===== config.mk =====
export PLATFORM = sky130hd
export DESIGN_NAME = exp2_table
export DESIGN_NICKNAME = d
export VERILOG_FILES = /design/src/rtl/float_fmt_pkg.sv /design/src/rtl/exp2_table_zero_to_one.sv /design/src/rtl/exp2_table.sv
export SDC_FILE = /design/constraint.sdc
export NUM_CORES = 1
export LEC_CHECK = 0
export CORE_MARGIN = 8
export CORE_UTILIZATION = 46
export CTS_CLUSTER_SIZE = 20
export DETAILED_ROUTE_END_ITERATION = 10
export PLACE_DENSITY = 0.71
export SLEW_MARGIN = 0
export SYNTH_ARGS = -nofsm -noshare
export SYNTH_HDL_FRONTEND = slang
export SYNTH_SLANG_ARGS = --single-unit

===== constraint.sdc =====
create_clock -name clk -period 7.8 [get_ports clk]
set_clock_uncertainty 0.05 [all_clocks]
set_input_delay 1.56 -clock clk [delete_from_list [all_inputs] [get_ports clk]]
set_output_delay 1.56 -clock clk [all_outputs]
set_load 0.005 [all_outputs]

===== src/rtl/float_fmt_pkg.sv =====
// Half/single float field layout, canonical special encodings and operand classification.
package float_fmt_pkg;

  typedef enum logic [1:0] {CLS_ZERO, CLS_FINITE, CLS_INF, CLS_NAN} fp_class_e;

  // Result kind is resolved at unpack time and applied when the result is packed.
  typedef enum logic [2:0] {RES_NORM, RES_ONE, RES_INF, RES_ZERO, RES_NAN} res_kind_e;

  localparam int          HALF_EXP_BITS    = 5;
  localparam int          HALF_MANT_BITS   = 10;
  localparam int          HALF_BIAS        = 15;
  localparam logic [15:0] HALF_NAN         = 16'h7E00;
  localparam logic [15:0] HALF_INF         = 16'h7C00;
  localparam logic [15:0] HALF_ONE         = 16'h3C00;

  localparam int          SINGLE_EXP_BITS  = 8;
  localparam int          SINGLE_MANT_BITS = 23;
  localparam int          SINGLE_BIAS      = 127;
  localparam logic [31:0] SINGLE_NAN       = 32'h7FC0_0000;
  localparam logic [31:0] SINGLE_INF       = 32'h7F80_0000;
  localparam logic [31:0] SINGLE_ONE       = 32'h3F80_0000;

  // Subnormals classify as zero: they are flushed on input.
  function automatic fp_class_e fp_classify(input logic exp_zero, input logic exp_ones,
                                            input logic mant_zero);
    if (exp_zero) return CLS_ZERO;
    if (exp_ones) return mant_zero ? CLS_INF : CLS_NAN;
    return CLS_FINITE;
  endfunction

endpackage


===== src/rtl/exp2_table_zero_to_one.sv =====
// 2^f for f in [0,1): table lookup of T[i], D[i] then linear interpolation, 2-cycle latency.
module exp2_table_zero_to_one
  import float_fmt_pkg::*;
#(
  parameter int BITS      = 16,
  parameter     PRECISION = "HALF",
  parameter int STEPS     = 16
) (
  input  logic                                 clk,
  input  logic                                 rst,
  input  logic                                 valid_i,
  input  logic [BITS-((PRECISION == "SINGLE") ? SINGLE_EXP_BITS : HALF_EXP_BITS)+2:0] f_i,
  output logic                                 valid_o,
  output logic [BITS-((PRECISION == "SINGLE") ? SINGLE_EXP_BITS : HALF_EXP_BITS)+3:0] m_o
);

  localparam int EXP_BITS  = (PRECISION == "SINGLE") ? SINGLE_EXP_BITS : HALF_EXP_BITS;
  localparam int MANT_BITS = BITS - 1 - EXP_BITS;
  localparam int FRAC      = MANT_BITS + 4;
  localparam int TW        = FRAC + 1;
  localparam int LOG_STEPS = $clog2(STEPS);
  localparam int RW        = FRAC - LOG_STEPS;

  // One extra bit so T[STEPS] = 2.0 is representable when forming the last slope.
  function automatic logic [TW:0] exp2_fix(input int idx);
    real v;
    v = 2.0 ** (real'(idx) / real'(STEPS));
    return (TW + 1)'($rtoi(v * real'(1 << FRAC) + 0.5));
  endfunction

  logic [TW-1:0]   t_tab [STEPS];
  logic [FRAC-1:0] d_tab [STEPS];

  for (genvar g = 0; g < STEPS; g++) begin : g_tab
    localparam logic [TW:0] T_LO = exp2_fix(g);
    localparam logic [TW:0] T_HI = exp2_fix(g + 1);
    assign t_tab[g] = T_LO[TW-1:0];
    assign d_tab[g] = FRAC'(T_HI - T_LO);
  end

  logic [LOG_STEPS-1:0] idx;
  logic                 v2_q, v3_q;
  logic [TW-1:0]        t_q;
  logic [FRAC-1:0]      d_q;
  logic [RW-1:0]        r_q;
  logic [FRAC+RW-1:0]   prod;
  logic [FRAC-1:0]      interp;
  logic [TW-1:0]        m_q;
  logic                 unused_prod;

  assign idx         = f_i[FRAC-1 -: LOG_STEPS];
  assign prod        = (FRAC + RW)'(d_q) * (FRAC + RW)'(r_q);
  assign interp      = prod[FRAC+RW-1:RW];
  assign unused_prod = ^prod[RW-1:0];

  always_ff @(posedge clk) begin
    if (rst) begin
      v2_q <= 1'b0;
      v3_q <= 1'b0;
    end else begin
      v2_q <= valid_i;
      v3_q <= v2_q;
    end
    t_q <= t_tab[idx];
    d_q <= d_tab[idx];
    r_q <= f_i[RW-1:0];
    m_q <= t_q + {1'b0, interp};
  end

  assign valid_o = v3_q;
  assign m_o     = m_q;

endmodule


===== src/rtl/exp2_table.sv =====
// c = 2^a for half/single floats: split a into n + f, evaluate 2^f, repack with exponent n.
module exp2_table
  import float_fmt_pkg::*;
#(
  parameter int BITS      = 16,
  parameter     PRECISION = "HALF",
  parameter int STEPS     = 16
) (
  input  logic            clk,
  input  logic            rst,
  input  logic            in_valid,
  input  logic [BITS-1:0] a,
  output logic            out_valid,
  output logic [BITS-1:0] c
);

  localparam bit IS_SINGLE = (PRECISION == "SINGLE");
  localparam int EXP_BITS  = IS_SINGLE ? SINGLE_EXP_BITS : HALF_EXP_BITS;
  localparam int MANT_BITS = IS_SINGLE ? SINGLE_MANT_BITS : HALF_MANT_BITS;
  localparam int BIAS      = IS_SINGLE ? SINGLE_BIAS : HALF_BIAS;
  localparam int FRAC      = MANT_BITS + 4;
  localparam int NW        = EXP_BITS + 1;
  localparam int WW        = FRAC + EXP_BITS;
  localparam int MAX_EXP   = (1 << EXP_BITS) - 1;
  localparam logic [BITS-1:0] C_NAN = IS_SINGLE ? BITS'(SINGLE_NAN) : BITS'(HALF_NAN);
  localparam logic [BITS-1:0] C_INF = IS_SINGLE ? BITS'(SINGLE_INF) : BITS'(HALF_INF);
  localparam logic [BITS-1:0] C_ONE = IS_SINGLE ? BITS'(SINGLE_ONE) : BITS'(HALF_ONE);

  logic                 a_sign;
  logic [EXP_BITS-1:0]  a_exp;
  logic [MANT_BITS-1:0] a_mant;
  fp_class_e            a_cls;
  int                   e_unb, sh;
  logic [WW-1:0]        mag;
  logic signed [WW:0]   fix;
  res_kind_e            s1_kind_d;
  logic [NW-1:0]        s1_n_d;
  logic [FRAC-1:0]      s1_f_d;

  assign a_sign = a[BITS-1];
  assign a_exp  = a[BITS-2 -: EXP_BITS];
  assign a_mant = a[MANT_BITS-1:0];
  assign a_cls  = fp_classify(a_exp == '0, &a_exp, a_mant == '0);

  // Two's-complement fixed point makes the integer field floor(a) for negatives too.
  always_comb begin
    e_unb = int'(a_exp) - BIAS;
    sh    = e_unb + (FRAC - MANT_BITS);
    if (sh >= 0) mag = WW'({1'b1, a_mant}) << sh;
    else         mag = WW'({1'b1, a_mant}) >> (-sh);
    fix    = a_sign ? -$signed({1'b0, mag}) : $signed({1'b0, mag});
    s1_n_d = fix[WW:FRAC];
    s1_f_d = fix[FRAC-1:0];
    s1_kind_d = RES_NORM;
    case (a_cls)
      CLS_ZERO: s1_kind_d = RES_ONE;
      CLS_NAN:  s1_kind_d = RES_NAN;
      CLS_INF:  s1_kind_d = a_sign ? RES_ZERO : RES_INF;
      default: begin
        if (e_unb >= EXP_BITS)  s1_kind_d = a_sign ? RES_ZERO : RES_INF;
        else if (e_unb < -FRAC) s1_kind_d = RES_ONE;
      end
    endcase
  end

  logic                 s1_valid_q;
  logic [FRAC-1:0]      s1_f_q;
  logic signed [NW-1:0] s1_n_q, n2_q, n3_q;
  res_kind_e            s1_kind_q, kind2_q, kind3_q;

  always_ff @(posedge clk) begin
    if (rst) s1_valid_q <= 1'b0;
    else     s1_valid_q <= in_valid;
    s1_f_q    <= s1_f_d;
    s1_n_q    <= s1_n_d;
    s1_kind_q <= s1_kind_d;
    n2_q      <= s1_n_q;
    kind2_q   <= s1_kind_q;
    n3_q      <= n2_q;
    kind3_q   <= kind2_q;
  end

  logic            m_valid;
  logic [FRAC:0]   m_val;
  logic            unused_m;

  exp2_table_zero_to_one #(
    .BITS      (BITS),
    .PRECISION (PRECISION),
    .STEPS     (STEPS)
  ) u_zero_to_one (
    .clk     (clk),
    .rst     (rst),
    .valid_i (s1_valid_q),
    .f_i     (s1_f_q),
    .valid_o (m_valid),
    .m_o     (m_val)
  );

  assign unused_m = ^{m_val[FRAC], m_val[FRAC-MANT_BITS-1:0]};

  int              exp_sum;
  logic [BITS-1:0] c_d;

  always_comb begin
    exp_sum = int'(n3_q) + BIAS;
    c_d     = {1'b0, exp_sum[EXP_BITS-1:0], m_val[FRAC-1 -: MANT_BITS]};
    case (kind3_q)
      RES_ONE:  c_d = C_ONE;
      RES_INF:  c_d = C_INF;
      RES_ZERO: c_d = '0;
      RES_NAN:  c_d = C_NAN;
      default: begin
        if (exp_sum >= MAX_EXP) c_d = C_INF;
        else if (exp_sum <= 0)  c_d = '0;
      end
    endcase
  end

  always_ff @(posedge clk) begin
    if (rst) begin
      out_valid <= 1'b0;
      c         <= '0;
    end else begin
      out_valid <= m_valid;
      if (m_valid) c <= c_d;
    end
  end

endmodule


==> results.sh, run 1 <==
export IMPL_final_area_mm2=0.01032
export IMPL_path_delay_family="adder cells"
export IMPL_finalHoldViolations=0
export IMPL_wire_per_inst_um=15.54
export IMPL_setup_slack_ns=0.5925
export IMPL_clkPwrFrac_pct=21.1
export IMPL_fin_cells=1344
export IMPL_register_area_mm2=0.002102
export IMPL_synth_area_mm2=0.009485
export IMPL_yosysUniqueCellTypes=90
export IMPL_dieArea_mm2=0.02547
export IMPL_cts_tree="yes"
export IMPL_synth_edff_count=0
export IMPL_syn_nets=1255
export IMPL_switching_share_pct=39.33
export IMPL_cp_end_kind="flop"
export IMPL_post_route_util_pct=51.02
export IMPL_whs_path_depth=0
export IMPL_cts_path_max_buffers=2
export IMPL_yosysTopAreaCell="dfxtp_1"
export IMPL_hp_class="flop to flop"
export IMPL_rrSetupSlack_ns=0.59
export IMPL_p_comb_share_pct=41.3
export IMPL_syn2layout_area_growth_pct=8.838
export IMPL_cts_resized=0
export IMPL_multiInputGateArea_mm2=0.006746
export IMPL_use_met1_pct=21.26
export IMPL_io_buffers=34
export IMPL_cts_hold_buf=0
export IMPL_cts_htree_levels=3
export IMPL_reg2reg_to="u_zero_to_one.m_o[11]"
export IMPL_run_status="finished, final reports clean"
export IMPL_slowest_delay_ns=0.56
export IMPL_rr_startpoint="u_zero_to_one.r_q[3]"
export IMPL_chipHeight_um=159.6
export IMPL_cts_root_buf="clkbuf_16"
export IMPL_viasPerCell=5.574
export IMPL_cp_arrival_ns=7.43
export IMPL_synth_area_top_cells="dfxtp_1 (22%), fa_1 (15%), ha_1 (13%)"
export IMPL_hpwl_mm=16.59
export IMPL_finalWeightedCongestion=0.9794
export IMPL_start_kind="flop"
export IMPL_met2_usage_pct=28.38
export IMPL_drt_pass1_iter_count=6
export IMPL_maxCapViolCount=0
export IMPL_p_leak_nw=4.789
export IMPL_worstMarginPinSlew_ns=0.9895
export IMPL_initial_core_util_pct=46.88
export IMPL_finalSetupViolations=0
export IMPL_worstPathRequired_ns=8.02
export IMPL_finalCritPeriodShare_pct=92.40
export IMPL_antenna_found_initial=0
export IMPL_drive_above_1_share_pct=6.611
export IMPL_synth_warnings=0
export IMPL_crit_fanout=11
export IMPL_irDropWorstVdd_uv=141.6
export IMPL_p_sw_uw=857.2
export IMPL_num_rows=52
export IMPL_drc=0
export IMPL_cts_num_sinks=105
export IMPL_yosysSeqAreaShare_pct=22.16
export IMPL_gr_usage_met3_pct=3.878
export IMPL_pwr_density_cell_mw_per_mm2=211.1
export IMPL_grt_overflow_total=0
export IMPL_hp_start="n2_q[5]"
export IMPL_cpMaxStageDelayCell="dfxtp_1"
export IMPL_pwr_share_seq_pct=37.6
export IMPL_syn_avg_cell_area_um2=8.890
export IMPL_grt_pass1_wl_mm=36.40
export IMPL_die_width_um=159.6
export IMPL_drv_slew=0
export IMPL_netlist_instances=1067
export IMPL_wirelength_mm=20.89
export IMPL_holdWs_ns=0.2764
export IMPL_grt_busiest_layer="met2"
export IMPL_fin_total_pwr_mw=2.179
export IMPL_fmax_ghz=0.1387
export IMPL_reg2regPathDepth=28
export IMPL_vias=7492
export IMPL_dp_cells=1328
export IMPL_async_flop_share_pct=0
export IMPL_num_fill_cells=1892
export IMPL_postCtsSetupRepairBufs=0
export IMPL_ys_flop_type="dfxtp_1"
export IMPL_drt_iter0_drc=620
export IMPL_nNetsFinal=1257
export IMPL_core_mm2=0.02023
export IMPL_io_pins=36
export IMPL_fin_crit_ns=7.208
export IMPL_grt_usage_pct=16.95
export IMPL_crit_type="flop to flop"
export IMPL_yosysTopAreaCellShare_pct=22.16
export IMPL_placed_cell_area_mm2=0.01001
export IMPL_ys_seq_elements=105
export IMPL_rsz0062_at_grt="no"
export IMPL_grt_max_degree=35
export IMPL_dp_slack_ns=0.6202
export IMPL_tns_ns=0
export IMPL_slew_headroom_pct=33.95
export IMPL_p_int_mw=1.322
export IMPL_numCtsBuffers=9
export IMPL_clock_latency_ns=0.35
export IMPL_crit_buf_inv=5
export IMPL_ant_nets=0
export IMPL_whs_endpoint="n3_q[5]"
export IMPL_grt_pass1_vias=7570
export IMPL_cts_clk_slew_worst_paths_ns=0.07
export IMPL_n_antenna_cell=0
Yosys cell counts, drive strengths merged, types with 13 or more instances:
| library cell | count |
|---|---|
| nand2 | 107 |
| nor2b | 13 |
| nor3 | 28 |
| buf | 16 |
| fa | 70 |
| mux2i | 15 |
| xor2 | 25 |
| ha | 99 |
| a21oi | 52 |
| clkbuf | 38 |
| and2 | 68 |
| inv | 104 |
| xnor2 | 21 |
| nand3 | 31 |
| nor2 | 55 |
| dfxtp | 105 |
| o21ai | 40 |
worst reg2reg max path, delay by kind of cell (launching register included):
| kind | cells | cell delay [ns] |
|---|---|---|
| buffers and inverters | 5 | 0.25 |
| flip-flops | 1 | 0.56 |
| adder cells (fa/ha/maj) | 7 | 3.20 |
| AO/OA/AOI/OAI | 9 | 2.11 |
| AND/OR/NAND/NOR | 5 | 0.74 |
| XOR/XNOR | 2 | 0.23 |
flip-flops by register name (all words and copies together), names as in the netlist:
signal,cells
c,15
kind2_q,3
kind3_q,3
n2_q,6
n3_q,6
out_valid,1
s1_f_q,14
s1_kind_q,3
s1_n_q,6
s1_valid_q,1
u_zero_to_one.d_q,11
u_zero_to_one.m_o,10
u_zero_to_one.r_q,10
u_zero_to_one.t_q,14
u_zero_to_one.v2_q,1
u_zero_to_one.valid_o,1
worst max path at each step:
stage | start | to | slack [ns] | cells past startpoint
2_1_floorplan | u_zero_to_one.r_q[3] | u_zero_to_one.m_o[13] | 1.29 | 28
3_3_place_gp | u_zero_to_one.r_q[3] | u_zero_to_one.m_o[13] | 0.73 | 28
5_1_grt | u_zero_to_one.d_q[5] | u_zero_to_one.m_o[11] | 0.22 | 28
6_report | u_zero_to_one.r_q[3] | u_zero_to_one.m_o[11] | 0.59 | 28
4_1_cts | u_zero_to_one.d_q[5] | u_zero_to_one.m_o[13] | 0.58 | 28
3_5_place_dp | u_zero_to_one.d_q[5] | u_zero_to_one.m_o[13] | 0.62 | 28
logic make-up (layout without fill, tap and decap cells):
| logic type | count (synthesis) | count (layout) | share of synthesized area [%] |
|---|---|---|---|
| other cells | 1 | 1 | 0.03953 |
| xor+xnor | 46 | 46 | 4.327 |
| compound gates | 200 | 200 | 15.16 |
| flops | 105 | 105 | 22.16 |
| mux | 29 | 29 | 4.432 |
| fa+ha+maj | 169 | 169 | 27.83 |
| buf+inv | 161 | 168 | 6.714 |
| simple gates | 356 | 356 | 19.34 |
layout by cell type (no fill, tap or decap), types with 30 or more instances in the layout:
cell type,count
nand3_1,30
inv_1,103
and2_1,67
nand2_1,107
a21oi_1,51
ha_1,99
dfxtp_1,105
o21ai_0,37
nor2_1,55
fa_1,70
clkdlybuf4s50_1,34
power by group through the flow:
stage	Sequential [mW]	Combinational, mW	Clock, mW
2_1_floorplan	0.724	0.766	0
3_3_place_gp	0.834	0.881	0
3_5_place_dp	0.830	0.898	0
4_1_cts	0.819	0.907	0.479
5_1_grt	0.842	1.04	0.506
6_report	0.819	0.901	0.459
metal layers:
metal | up-vias | wire, um
met2 | 203 | 10060
met3 | 40 | 915
met1 | 3586 | 9455
met5 | - | 0
li1 | 3663 | -
met4 | 0 | 453
cell type report:
type	count	share of cell area (%)
clock buffer	11	2.448
clock inverter	5	0.5817
inverter	107	3.890
multi-input combinational	801	65.35
sequential	105	20.36
tap	270	3.272
timing repair buffer	45	4.096
(Power assumes the default switching activity.)
==> run 2, diff against run 1 <==
--- a/config.mk
+++ b/config.mk
@@ -10,7 +10,7 @@
 export CTS_CLUSTER_SIZE = 20
 export DETAILED_ROUTE_END_ITERATION = 10
 export PLACE_DENSITY = 0.71
-export SLEW_MARGIN = 0
+export RECOVER_POWER = 100
 export SYNTH_ARGS = -nofsm -noshare
 export SYNTH_HDL_FRONTEND = slang
 export SYNTH_SLANG_ARGS = --single-unit
==> run 2 against run 1 <==
Against the previous run: core utilization shrank 0.22 points; total power shrank 0.17%; register-to-register slack is essentially flat; highest routed layer unchanged.
==> results.sh, run 2 (same netlist as run 1, synthesis figures left out) <==
export IMPL_drc=0
export IMPL_fmax_ghz=0.1383
export IMPL_grt_overflow_total=0
export IMPL_n_antenna_cell=0
export IMPL_placed_cell_area_mm2=0.01001
export IMPL_numCtsBuffers=9
export IMPL_cts_tree="yes"
export IMPL_run_status="finished, final reports clean"
export IMPL_num_rows=52
export IMPL_largest_register="c"
export IMPL_cts_hold_buf=0
export IMPL_finalSetupViolations=0
export IMPL_pwr_share_seq_pct=37.6
export IMPL_worstPathRequired_ns=7.97
export IMPL_top_regs="c (15), s1_f_q (14), u_zero_to_one.t_q (14)"
export IMPL_crit_buf_inv=3
export IMPL_p_int_mw=1.319
export IMPL_fin_cells=1344
export IMPL_final_cell_mix="nand2_1 (107), dfxtp_1 (105), inv_1 (103), ha_1 (99), fa_1 (70)"
export IMPL_viasPerCell=5.576
export IMPL_hpwl_mm=16.59
export IMPL_worstMarginPinSlew_ns=1.122
export IMPL_wirelength_mm=20.91
export IMPL_io_pins=36
export IMPL_die_width_um=159.6
export IMPL_grt_pass1_vias=7570
export IMPL_p_comb_share_pct=41.2
export IMPL_cpMaxStageDelayCell="or4b_2"
export IMPL_cp_end_kind="flop"
export IMPL_postCtsSetupRepairBufs=0
export IMPL_cts_path_max_buffers=2
export IMPL_rsz0062_at_grt="no"
export IMPL_clkPwrFrac_pct=21.1
export IMPL_slowest_delay_ns=0.68
export IMPL_layout_commonest_cell="nand2_1"
export IMPL_pwr_density_cell_mw_per_mm2=211.6
export IMPL_drive_above_1_share_pct=5.959
export IMPL_crit_fanout=11
export IMPL_final_area_mm2=0.01028
export IMPL_path_delay_family="simple AND/OR/NAND/NOR gates"
export IMPL_finalCritPeriodShare_pct=92.73
export IMPL_cts_clk_slew_worst_paths_ns=0.07
export IMPL_syn2layout_area_growth_pct=8.377
export IMPL_irDropWorstVdd_uv=142.3
export IMPL_clock_latency_ns=0.35
export IMPL_ant_nets=0
export IMPL_grt_usage_pct=16.95
export IMPL_cts_root_buf="clkbuf_16"
export IMPL_tns_ns=0
export IMPL_finalHoldViolations=0
export IMPL_cts_resized=0
export IMPL_holdWs_ns=0.2764
export IMPL_chipHeight_um=159.6
export IMPL_start_kind="primary input"
export IMPL_p_sw_uw=856.4
export IMPL_fin_total_pwr_mw=2.176
export IMPL_crit_type="primary input to flop"
export IMPL_grt_pass1_wl_mm=36.40
export IMPL_antenna_found_initial=0
export IMPL_drt_pass1_iter_count=6
export IMPL_dp_cells=1328
export IMPL_cts_htree_levels=3
export IMPL_drt_iter0_drc=638
export IMPL_num_fill_cells=1899
export IMPL_dieArea_mm2=0.02547
export IMPL_largest_reg_flops=15
export IMPL_cp_common_cell="ha_1"
export IMPL_switching_share_pct=39.36
export IMPL_wire_per_inst_um=15.56
export IMPL_core_mm2=0.02023
export IMPL_fin_crit_ns=7.233
export IMPL_hp_class="flop to flop"
export IMPL_nNetsFinal=1257
export IMPL_finalWeightedCongestion=0.9794
export IMPL_cp_arrival_ns=7.41
export IMPL_cts_num_sinks=105
export IMPL_slew_headroom_pct=25.22
export IMPL_maxCapViolCount=0
export IMPL_drv_slew=0
export IMPL_grt_max_degree=35
export IMPL_p_leak_nw=4.822
export IMPL_worstPathCellList="dlygate4sd3_1 -> ha_1 -> and3_1 -> ha_1 -> and4bb_1 -> nor2_1 -> a221oi_1 -> clkbuf_1 -> nand3_1 -> ha_1 -> or4b_2 -> nor4_1 -> buf_4 -> nand3_1 -> mux4_2 -> o2111ai_1 -> o21ai_0 -> xor2_1"
export IMPL_initial_core_util_pct=46.88
export IMPL_io_buffers=34
export IMPL_vias=7494
[run 2: final timing paths]
kind                         from                     to  slack (ns)  cells past startpoint
max                         a[10]              s1_f_q[8]        0.57                     18
min                       n2_q[5]                n3_q[5]        0.28                      0
max reg2reg  u_zero_to_one.d_q[5]  u_zero_to_one.m_o[11]        0.59                     28
min reg2reg               n2_q[5]                n3_q[5]        0.28                      0
[run 2: layer usage]
metal | share of wire (%) | global-route usage (%) | vias up
met3 | 4.3 | 3.878 | 34
met1 | 45 | 21.26 | 3591
met4 | 1.9 | 5.274 | 0
met2 | 48 | 28.38 | 204
li1 | - | - | 3665
met5 | 0 | 0 | -
[run 2: area by class of cell]
| cell class | instances | area (um2) | share of cell area, % |
|---|---|---|---|
| multi-input cells | 801 | 6710 | 65.27 |
| flip-flops and latches | 105 | 2102 | 20.45 |
| repair buffers | 45 | 415.4 | 4.041 |
| inverters | 107 | 401.6 | 3.907 |
| well taps | 270 | 337.8 | 3.286 |
| clock buffers | 11 | 252.7 | 2.459 |
| clock inverters | 5 | 60.06 | 0.5842 |
[run 2: power by group through the flow]
stage,Clock [mW],Combinational [mW],Sequential (mW)
finish,0.460,0.897,0.819
global route,0.506,1.03,0.842
CTS,0.479,0.907,0.819
detailed placement,0,0.898,0.830
global placement,0,0.881,0.834
floorplan,0,0.766,0.724
[run 2: worst register-to-register path: cells and delay by family, from the launching register on]
family	cells	cell delay (ns)
adders and majority gates	7	3.20
AOI/OAI and AO/OA	9	2.11
and+or+nand+nor	5	0.73
DFF	1	0.56
buffers and inverters	5	0.25
xor gates and xnor gates	2	0.23
[run 2: stage by stage]
stage,setup WS (ns),util [%]
after floorplan,1.292,-
after global placement,0.7254,49.47
after detailed placement,0.6202,49.47
after CTS,0.5842,51.02
after global routing,0.2245,50.80
final,0.5669,50.80
==> run 3, diff against run 2 <==
--- a/config.mk
+++ b/config.mk
@@ -7,6 +7,7 @@
 export LEC_CHECK = 0
 export CORE_MARGIN = 8
 export CORE_UTILIZATION = 46
+export CTS_BUF_LIST = sky130_fd_sc_hd__clkbuf_4 sky130_fd_sc_hd__clkbuf_8
 export CTS_CLUSTER_SIZE = 20
 export DETAILED_ROUTE_END_ITERATION = 10
 export PLACE_DENSITY = 0.71
==> run 3 against run 2 <==
Against the previous run: clock-buffer cell count unchanged; design area down 0.99%; critical path depth up 10; combinational power about the same; wire length about the same; sequential share of layout area up 0.20 points; die area unchanged; setup slack better by 0.0070 ns; fmax about the same; largest cell class unchanged; flip-flop and latch count unchanged; clock power down 24%; critical endpoint is now u_zero_to_one.m_o[11].
==> results.sh, run 3 (same netlist as run 1, synthesis figures left out) <==
export IMPL_finalHoldViolations=0
export IMPL_finalCritPeriodShare_pct=92.64
export IMPL_final_cell_mix="nand2_1 (107), dfxtp_1 (105), inv_1 (103), ha_1 (99), fa_1 (70)"
export IMPL_crit_fanout=10
export IMPL_largest_reg_flops=15
export IMPL_chipHeight_um=159.6
export IMPL_drc=0
export IMPL_cts_num_sinks=105
export IMPL_largest_register="c"
export IMPL_start_kind="flop"
export IMPL_vias=7490
export IMPL_core_mm2=0.02023
export IMPL_top_regs="c (15), s1_f_q (14), u_zero_to_one.t_q (14)"
export IMPL_fmax_ghz=0.1384
export IMPL_dieArea_mm2=0.02547
export IMPL_finalWeightedCongestion=0.9794
export IMPL_drv_slew=0
export IMPL_p_leak_nw=4.776
export IMPL_slowest_delay_ns=0.57
export IMPL_use_met1_pct=21.35
export IMPL_grt_overflow_total=0
export IMPL_antenna_found_initial=0
export IMPL_slew_headroom_pct=25.32
export IMPL_worstMarginPinSlew_ns=1.120
export IMPL_initial_core_util_pct=46.88
export IMPL_grt_usage_pct=16.85
export IMPL_numCtsBuffers=9
export IMPL_drt_pass1_iter_count=6
export IMPL_run_status="finished, final reports clean"
export IMPL_worstPathRequired_ns=8.05
export IMPL_cp_end_kind="flop"
export IMPL_gr_usage_met3_pct=3.438
export IMPL_die_width_um=159.6
export IMPL_cts_hold_buf=0
export IMPL_grt_max_degree=35
export IMPL_syn2layout_area_growth_pct=7.308
export IMPL_met2_usage_pct=28.41
export IMPL_viasPerCell=5.573
export IMPL_hpwl_mm=16.59
export IMPL_irDropWorstVdd_uv=96.99
export IMPL_postCtsSetupRepairBufs=0
export IMPL_post_route_util_pct=50.30
export IMPL_io_pins=36
export IMPL_grt_pass1_vias=7552
export IMPL_cts_clk_slew_worst_paths_ns=0.10
export IMPL_multiInputGateArea_mm2=0.006710
export IMPL_crit_type="flop to flop"
export IMPL_cts_resized=0
export IMPL_drt_iter0_drc=675
export IMPL_nNetsFinal=1257
export IMPL_drive_above_1_share_pct=5.959
export IMPL_wire_per_inst_um=15.56
export IMPL_num_fill_cells=1912
export IMPL_finalSetupViolations=0
export IMPL_grt_pass1_wl_mm=36.38
export IMPL_num_rows=52
export IMPL_cts_htree_levels=3
export IMPL_hp_class="flop to flop"
export IMPL_wirelength_mm=20.91
export IMPL_clock_latency_ns=0.39
export IMPL_rsz0062_at_grt="no"
export IMPL_cts_tree="yes"
export IMPL_register_area_mm2=0.002102
export IMPL_fin_crit_ns=7.226
export IMPL_io_buffers=34
export IMPL_cp_arrival_ns=7.48
export IMPL_tns_ns=0
export IMPL_cts_root_buf="clkbuf_8"
export IMPL_ant_nets=0
export IMPL_maxCapViolCount=0
export IMPL_layout_commonest_cell="nand2_1"
export IMPL_pwr_density_cell_mw_per_mm2=203.1
export IMPL_cpMaxStageDelayCell="dfxtp_1"
export IMPL_grt_busiest_layer="met2"
export IMPL_cts_path_max_buffers=2
export IMPL_n_antenna_cell=0
run 3: layout make-up:
class                   count  share of cell area (%)
repair buffers             45                   4.081
multi-input cells         801                   65.93
well taps                 270                   3.319
clock inverters             5                  0.5900
clock buffers              11                   1.487
inverters                 107                   3.946
flip-flops and latches    105                   20.65
run 3: where the power goes:
part / leakage (nW) / internal [mW] / total (mW) / switching [mW]
Combinational: 3.80 / 0.386 / 0.898 / 0.512
Clock: 0.106 / 0.167 / 0.351 / 0.184
Sequential: 0.866 / 0.665 / 0.818 / 0.153
run 3: path summary, 6_finish.rpt:
kind	start	to	slack [ns]	cells past startpoint
worst max register to register	u_zero_to_one.d_q[5]	u_zero_to_one.m_o[11]	0.57	28
worst min register to register	s1_f_q[6]	u_zero_to_one.r_q[6]	0.28	0
worst min-delay path	s1_f_q[6]	u_zero_to_one.r_q[6]	0.28	0
worst max-delay path	u_zero_to_one.d_q[5]	u_zero_to_one.m_o[11]	0.57	28
run 3: critical path, delay by kind of cell (launching register included):
kind                     cells  cell delay [ns]
XOR/XNOR                     2             0.22
AND/OR/NAND/NOR              5             0.74
buffers and inverters        5             0.25
AO/OA/AOI/OAI                9             2.09
adder cells (fa/ha/maj)      7             3.20
flip-flops                   1             0.57
run 3: per-stage QoR:
step                      setup WS, ns  power [mW]  hold WS [ns]  area (um2)  instances
after global routing            0.2130       2.262        0.2786       10180       1344
after global placement          0.7254       1.714        0.2615       10010       1328
after floorplan                  1.292       1.490        0.2596        9485       1067
after detailed placement        0.6202       1.728        0.2621       10010       1328
after CTS                       0.5783       2.088        0.2782       10220       1344
final                           0.5739       2.067        0.2776       10180       1344
run 3: metal layers:
metal,vias to the layer above,routed length [um]
li1,3658,-
met1,3582,9612
met2,205,9893
met3,45,911
met4,0,497
met5,-,0
